--- src/rtl/imem_loader_pkg.sv ---
// imem_loader shared types and stream field widths.
// Imported by the loader, its word assembler and its interface.
package imem_loader_pkg;

  localparam int LEN_W  = 16;
  localparam int BYTE_W = 8;
  localparam int WORD_W = 32;

  typedef enum logic [2:0] {
    S_IDLE,
    S_LEN0,
    S_LEN1,
    S_DATA,
    S_WRITE,
    S_CHK,
    S_DONE,
    S_ERR
  } state_t;

endpackage

--- src/rtl/imem_loader_if.sv ---
// Byte stream in, instruction-memory write port out.
// master = stream source / memory side, slave = loader.
interface imem_loader_if;
  import imem_loader_pkg::*;

  logic [BYTE_W-1:0] rx_data;
  logic              rx_valid;
  logic              rx_ready;
  logic              wr_en;
  logic [WORD_W-1:0] wr_addr;
  logic [WORD_W-1:0] wr_data;

  modport master (
    output rx_data, rx_valid,
    input  rx_ready, wr_en, wr_addr, wr_data
  );

  modport slave (
    input  rx_data, rx_valid,
    output rx_ready, wr_en, wr_addr, wr_data
  );

endinterface

--- src/rtl/imem_loader_word_assembler.sv ---
// Packs payload bytes into a little-endian word
// and keeps the running XOR checksum.
module word_assembler
  import imem_loader_pkg::*;
(
  input  logic              clk,
  input  logic              reset_n,
  input  logic              clr_i,
  input  logic              stb_i,
  input  logic [BYTE_W-1:0] byte_i,
  output logic [WORD_W-1:0] word_o,
  output logic              lane3_o,
  output logic [BYTE_W-1:0] csum_o
);

  logic [1:0]        lane_q, lane_d;
  logic [WORD_W-1:0] word_q, word_d;
  logic [BYTE_W-1:0] csum_q, csum_d;

  always_comb begin
    lane_d = lane_q;
    word_d = word_q;
    csum_d = csum_q;
    if (clr_i) begin
      lane_d = '0;
      word_d = '0;
      csum_d = '0;
    end else if (stb_i) begin
      word_d[{lane_q, 3'b000} +: BYTE_W] = byte_i;
      csum_d = csum_q ^ byte_i;
      lane_d = lane_q + 2'd1;
    end
  end

  always_ff @(posedge clk) begin
    if (!reset_n) begin
      lane_q <= '0;
      word_q <= '0;
      csum_q <= '0;
    end else begin
      lane_q <= lane_d;
      word_q <= word_d;
      csum_q <= csum_d;
    end
  end

  assign word_o  = word_q;
  assign lane3_o = (lane_q == 2'd3);
  assign csum_o  = csum_q;

endmodule

--- src/rtl/imem_loader.sv ---
// Boot loader: length-prefixed, XOR-checked byte image
// into word writes; holds the core until verified.
module imem_loader
  import imem_loader_pkg::*;
#(
  parameter int ADDR_W = 8
) (
  input  logic          clk,
  input  logic          reset_n,
  input  logic          start,
  imem_loader_if.slave  bus,
  output logic          cpu_hold,
  output logic          busy,
  output logic          done,
  output logic          err
);

  localparam logic [LEN_W:0] MAX_N = (LEN_W+1)'(2**ADDR_W);

  state_t            state_q, state_d;
  logic [LEN_W-1:0]  len_q, len_d;
  logic [ADDR_W-1:0] idx_q, idx_d;

  logic              xfer, clr, stb;
  logic              lane3, len_bad, last;
  logic [LEN_W-1:0]  len_full;
  logic [WORD_W-1:0] word;
  logic [BYTE_W-1:0] csum;

  assign xfer     = bus.rx_valid && bus.rx_ready;
  assign len_full = {bus.rx_data, len_q[BYTE_W-1:0]};
  assign len_bad  = (len_full == '0)
                 || ({1'b0, len_full} > MAX_N);
  assign last     = (LEN_W'(idx_q) == len_q - LEN_W'(1));
  assign clr      = start
                 && (state_q inside {S_IDLE, S_DONE, S_ERR});
  assign stb      = xfer && (state_q == S_DATA);

  word_assembler u_asm (
    .clk     (clk),
    .reset_n (reset_n),
    .clr_i   (clr),
    .stb_i   (stb),
    .byte_i  (bus.rx_data),
    .word_o  (word),
    .lane3_o (lane3),
    .csum_o  (csum)
  );

  always_comb begin
    state_d = state_q;
    len_d   = len_q;
    idx_d   = idx_q;
    unique case (state_q)
      S_IDLE, S_DONE, S_ERR: begin
        if (start) begin
          state_d = S_LEN0;
          idx_d   = '0;
        end
      end
      S_LEN0: begin
        if (xfer) begin
          len_d[BYTE_W-1:0] = bus.rx_data;
          state_d = S_LEN1;
        end
      end
      S_LEN1: begin
        if (xfer) begin
          len_d   = len_full;
          state_d = len_bad ? S_ERR : S_DATA;
        end
      end
      S_DATA: begin
        if (xfer && lane3) state_d = S_WRITE;
      end
      S_WRITE: begin
        idx_d   = idx_q + ADDR_W'(1);
        state_d = last ? S_CHK : S_DATA;
      end
      S_CHK: begin
        if (xfer)
          state_d = (bus.rx_data == csum) ? S_DONE : S_ERR;
      end
      default: state_d = S_IDLE;
    endcase
  end

  always_ff @(posedge clk) begin
    if (!reset_n) begin
      state_q <= S_IDLE;
      len_q   <= '0;
      idx_q   <= '0;
    end else begin
      state_q <= state_d;
      len_q   <= len_d;
      idx_q   <= idx_d;
    end
  end

  assign bus.rx_ready = state_q inside {S_LEN0, S_LEN1, S_DATA, S_CHK};
  assign bus.wr_en    = (state_q == S_WRITE);
  assign bus.wr_addr  = WORD_W'({idx_q, 2'b00});
  assign bus.wr_data  = word;

  assign busy     = state_q inside {S_LEN0, S_LEN1, S_DATA, S_WRITE, S_CHK};
  assign done     = (state_q == S_DONE);
  assign err      = (state_q == S_ERR);
  assign cpu_hold = (state_q != S_DONE);

endmodule

--- src/flat_wrapper.sv ---
// flat-port wrapper written by rule: the top's interface ports become plain ports
module imem_loader_flat import imem_loader_pkg::*;
#(
  parameter int ADDR_W = 8
)
  (clk, reset_n, start, cpu_hold, busy, done, err, bus_rx_data, bus_rx_valid, bus_rx_ready, bus_wr_en, bus_wr_addr, bus_wr_data);
  imem_loader_if bus_i ();
  input  logic clk;
  input  logic reset_n;
  input  logic start;
  output logic cpu_hold;
  output logic busy;
  output logic done;
  output logic err;
  input wire logic [$bits(bus_i.rx_data)-1:0] bus_rx_data;
  input wire logic [$bits(bus_i.rx_valid)-1:0] bus_rx_valid;
  output wire logic [$bits(bus_i.rx_ready)-1:0] bus_rx_ready;
  output wire logic [$bits(bus_i.wr_en)-1:0] bus_wr_en;
  output wire logic [$bits(bus_i.wr_addr)-1:0] bus_wr_addr;
  output wire logic [$bits(bus_i.wr_data)-1:0] bus_wr_data;
  assign bus_i.rx_data = bus_rx_data;
  assign bus_i.rx_valid = bus_rx_valid;
  assign bus_rx_ready = bus_i.rx_ready;
  assign bus_wr_en = bus_i.wr_en;
  assign bus_wr_addr = bus_i.wr_addr;
  assign bus_wr_data = bus_i.wr_data;
  imem_loader #(.ADDR_W(ADDR_W)) u_core (.clk(clk), .reset_n(reset_n), .start(start), .bus(bus_i), .cpu_hold(cpu_hold), .busy(busy), .done(done), .err(err));
endmodule
--- config.mk ---
export PLATFORM = sky130hd
export DESIGN_NAME = imem_loader_flat
export DESIGN_NICKNAME = d
export VERILOG_FILES = /design/src/rtl/imem_loader_pkg.sv /design/src/rtl/imem_loader_if.sv /design/src/rtl/imem_loader_word_assembler.sv /design/src/rtl/imem_loader.sv /design/src/flat_wrapper.sv
export SDC_FILE = /design/constraint.sdc
export NUM_CORES = 1
export LEC_CHECK = 0
export CAP_MARGIN = 25
export CORE_MARGIN = 5
export CORE_UTILIZATION = 45
export DETAILED_ROUTE_END_ITERATION = 7
export PLACE_DENSITY = 0.73
export SLEW_MARGIN = 15
export SYNTH_ARGS = -nofsm -noshare
export SYNTH_HDL_FRONTEND = slang
export SYNTH_SLANG_ARGS = --single-unit
--- constraint.sdc ---
create_clock -name clk -period 2.87 [get_ports clk]
set_clock_uncertainty 0.05 [all_clocks]
set_input_delay 0.287 -clock clk [delete_from_list [all_inputs] [get_ports clk]]
set_output_delay 0.287 -clock clk [all_outputs]
set_load 0.1 [all_outputs]
==> impl_summary.log, run 1 <==
INFO  metric routed_wl = 8846 µm
INFO  metric setup_viol_count_final = 0
INFO  metric async_set_reset_flop_share_out_of_synthesis = 0
INFO  metric ioPinCount = 82
INFO  metric number_of_antenna_violations_at_the_first_check_in_global_routing = 0
INFO  metric yosys.cell_count.top_type = dfxtp_1
INFO  metric post_synth_num_cell_types = 55
INFO  metric number_of_buffer_and_inverter_stages_on_the_critical_path = 1
INFO  metric worst_pin_slew = between 0.8 and 0.9 ns
INFO  metric globalRoute.totalOverflow = 0
INFO  metric die_area = 9906 µm²
INFO  metric mappedNetlistArea = approximately 3600 µm²
INFO  metric startpoint = u_core.len_q[0]
INFO  metric clock_tree.root_cell = clkbuf_8
INFO  metric place.port_buffers = 57
INFO  metric post_cts_hold_buffer_count = 0
INFO  metric ant_nets = 0
INFO  metric drt_first_pass_iters = 4
INFO  metric netlist_top_cells_area = dfxtp_1, nand2_1, a21oi_1, nand3_1, buf_4
INFO  metric netlist.area_leader.share = 0.3829
INFO  metric gpl.final_weighted_congestion = about 0.9
INFO  metric clock_sink_count = 69
INFO  metric p_leak = between 1.5 and 2 nW
INFO  metric reg2reg_from = u_core.len_q[0]
INFO  metric rsz0062_at_grt = no
INFO  metric cts-buffers-inserted = 9
INFO  metric most_used_dff_post_synth = dfxtp_1
INFO  metric worst-r2r-setup-slack = 0.22 ns
INFO  metric last_element_of_the_critical_path = u_core.state_q[1]
INFO  metric largest_net_degree_at_the_start_of_global_routing = 43
INFO  metric report.final.slew_viol_count = 0
INFO  metric power.total = 3.225 mW
INFO  metric cp_num_cells = 8
INFO  metric cp-start-kind = flip-flop
INFO  metric synth_area_leader_cell = dfxtp_1
INFO  metric synth_seq_area_share = 0.3829
INFO  metric cp.required = 3.03 ns
INFO  metric vias_per_cell = ~5.2
INFO  metric floorplan.core_area = 7767 µm²
INFO  metric critical_path_class = reg -> reg
INFO  metric drc_errors_left = 0
INFO  metric slowest_delay = 0.53 ns
INFO  metric ff2ff_path_depth = 8
INFO  metric via_count_of_the_first_global_routing_pass = 3074
INFO  metric grt_first_pass_wirelength = 14690 µm
INFO  metric layout.nets = a little over 500
INFO  metric groute.usage.overall = 0.1817
INFO  metric worst_ir_drop_vdd = 0.3636 mV
INFO  metric outcome = completed
INFO  metric antenna_cells_inserted = 0
INFO  metric ys_seq_elements = 69
INFO  metric cell_family_with_most_cp_delay = simple AND/OR/NAND/NOR gates
INFO  metric die_y = 99.53 µm
INFO  metric worst_setup_hold_path_clk_slew = 0.08 ns
INFO  metric worst-path-max-fanout = 5
INFO  metric power_density = 756.7 nW/µm²
INFO  metric post_cts.repair.setup_buffers = 0
INFO  metric wl_per_cell = 14.67 µm
INFO  metric synth_edf_count = 0
INFO  metric clk_path_buf_depth = 2
INFO  metric setup-tns-final = 0 ns
INFO  metric final_period_minus_worst_setup_slack = 2.646 ns
INFO  metric final_min_period_over_clock_period = 0.9219
INFO  metric start_util = 0.4644
INFO  metric die_extent_in_x = 99.53 µm
INFO  metric element_type_at_the_critical_path_end = flip-flop
INFO  metric netlist_top_cells_count = dfxtp_1, nand2_1, nor2_1, a21oi_1, nand3_1
INFO  metric max_slew_margin = 0.4340
INFO  metric regToRegEndpoint = u_core.state_q[1]
INFO  metric critPathSlowestCell = or4b_1
INFO  metric dr_total_vias = 3142
INFO  metric maxClockFrequency = roughly 380 MHz
INFO  metric cts_tree = yes
INFO  metric ys_warn_count = 0
INFO  metric synthToLayoutAreaGrowth = 18.14%
INFO  metric count_of_max_cap_constraint_violations = 0
INFO  metric finalHoldWorstSlack = 0.4079 ns
INFO  metric timing.critical_path.cells = inv_1 -> ha_1 -> or4b_1 -> or2_2 -> o31ai_1 -> nand4_1 -> nor4_2 -> a311oi_1
INFO  metric clk_lat_worst_skew = 0.36 ns
INFO  metric cp_data_arrival_time = 2.80 ns
INFO  metric post_cts_resized = 0
INFO  metric placementRows = 32
INFO  metric clock_tree.htree_level_count = 3
INFO  metric post_route_cells_drive_above_1_share = 0.1677
INFO  metric place.detailed.hpwl = 6221 µm
INFO  metric syn-mean-instance-area = approximately 8 µm²
INFO  metric initialDrtViolationCount = about 160
INFO  metric fillers = 750
INFO  metric min-delay-path-class = reg -> reg
INFO  metric netlist_instances = around 450
INFO  metric timing_hold_violations_final = 0
==> cell families after synthesis <==
| logic type | Yosys count | share of synthesized area |
|---|---|---|
| fa+ha+maj | 7 | 0.02428 |
| buf+inv | 65 | 0.09643 |
| mux | 17 | 0.04717 |
| xor+xnor | 27 | 0.06556 |
| simple gates | 196 | 0.2719 |
| compound gates | 69 | 0.1107 |
| other cells | 1 | 0.001040 |
| flops | 69 | 0.3829 |
==> worst min-delay path by stage <==
stage / end / startpoint / cells past startpoint / slack [ns]
after CTS: u_core.u_asm.word_o[23] / u_core.u_asm.word_o[23] / 2 / 0.41
after global routing: u_core.u_asm.word_o[16] / u_core.u_asm.word_o[16] / 2 / 0.43
final: u_core.u_asm.word_o[23] / u_core.u_asm.word_o[23] / 2 / 0.41
after floorplan: u_core.idx_q[5] / reset_n / 1 / 0.36
after detailed placement: u_core.u_asm.word_o[4] / u_core.u_asm.word_o[4] / 2 / 0.40
after global placement: u_core.u_asm.word_o[8] / u_core.u_asm.word_o[8] / 2 / 0.39
==> stage by stage <==
step | util | area, µm² | cells | setup WS, ns
finish | 0.5486 | 4262 | 603 | 0.2241
detailed placement | 0.5193 | 4034 | 587 | 0.2405
floorplan | - | 3697 | 474 | 0.2589
global route | 0.5486 | 4262 | 603 | 0.07411
CTS | 0.5486 | 4262 | 603 | 0.2003
global placement | 0.5193 | 4034 | 587 | 0.4133
==> report_power, final <==
group	switching (mW)	internal, mW	total [mW]	leakage (nW)
combinational	0.809	0.378	1.19	0.958
sequential	0.108	1.01	1.12	0.557
clock	0.418	0.503	0.921	0.115
==> metal layers <==
| metal | part of all wire | track usage | up-vias |
|---|---|---|---|
| li1 | - | - | 1581 |
| met1 | 0.42 | 0.2224 | 1442 |
| met2 | 0.49 | 0.3068 | 102 |
| met3 | 0.074 | 0.03857 | 17 |
| met4 | 0.020 | 0.07983 | 0 |
| met5 | 0 | 0 | - |
==> worst register-to-register path, delay by kind of cell, from the launching register on <==
kind | cells | cell delay [ns]
adder cells (fa/ha/maj) | 1 | 0.24
buffers and inverters | 1 | 0.11
AO/OA/AOI/OAI | 2 | 0.36
AND/OR/NAND/NOR | 4 | 1.36
flip-flops | 1 | 0.39
==> state kept, by name (all words and copies together), names as in the netlist <==
register / flops
u_core.state_q: 3
u_core.idx_q: 8
u_core.u_asm.lane_q: 2
u_core.u_asm.word_o: 32
u_core.len_q: 16
u_core.u_asm.csum_o: 8
==> placed cells by master, fill, tap and decap left out, drive strengths merged, types with 13 or more instances in the layout <==
cell and count:
mux2i 17, xnor2 14, a21oi 41, nand2 58, xor2 13, buf 54
conb 24, dfxtp 69, nor2 47, inv 15, nand3 41
==> layout make-up <==
class	count	area, µm²	area share
clock buffers	9	123.9	0.02907
multi-input cells	340	1968	0.4618
inverters	11	41.29	0.009689
well taps	102	127.6	0.02995
flip-flops and latches	69	1381	0.3241
repair buffers	65	515.5	0.1210
clock inverters	7	103.9	0.02437
No activity file was read; power rests on OpenSTA's default activity.
==> run 2, diff against run 1 <==
Settings changed: CAP_MARGIN 25 to not set, GPL_ROUTABILITY_DRIVEN set to 0.
==> results of run 2 <==
Same layout as run 1: the final DEF is identical, and so are final timing and power.
==> run 3, diff against run 2 <==
Settings changed: SLEW_MARGIN 15 to not set.
==> results of run 3 <==
Same layout as run 1: the final DEF is identical, and so are final timing and power.
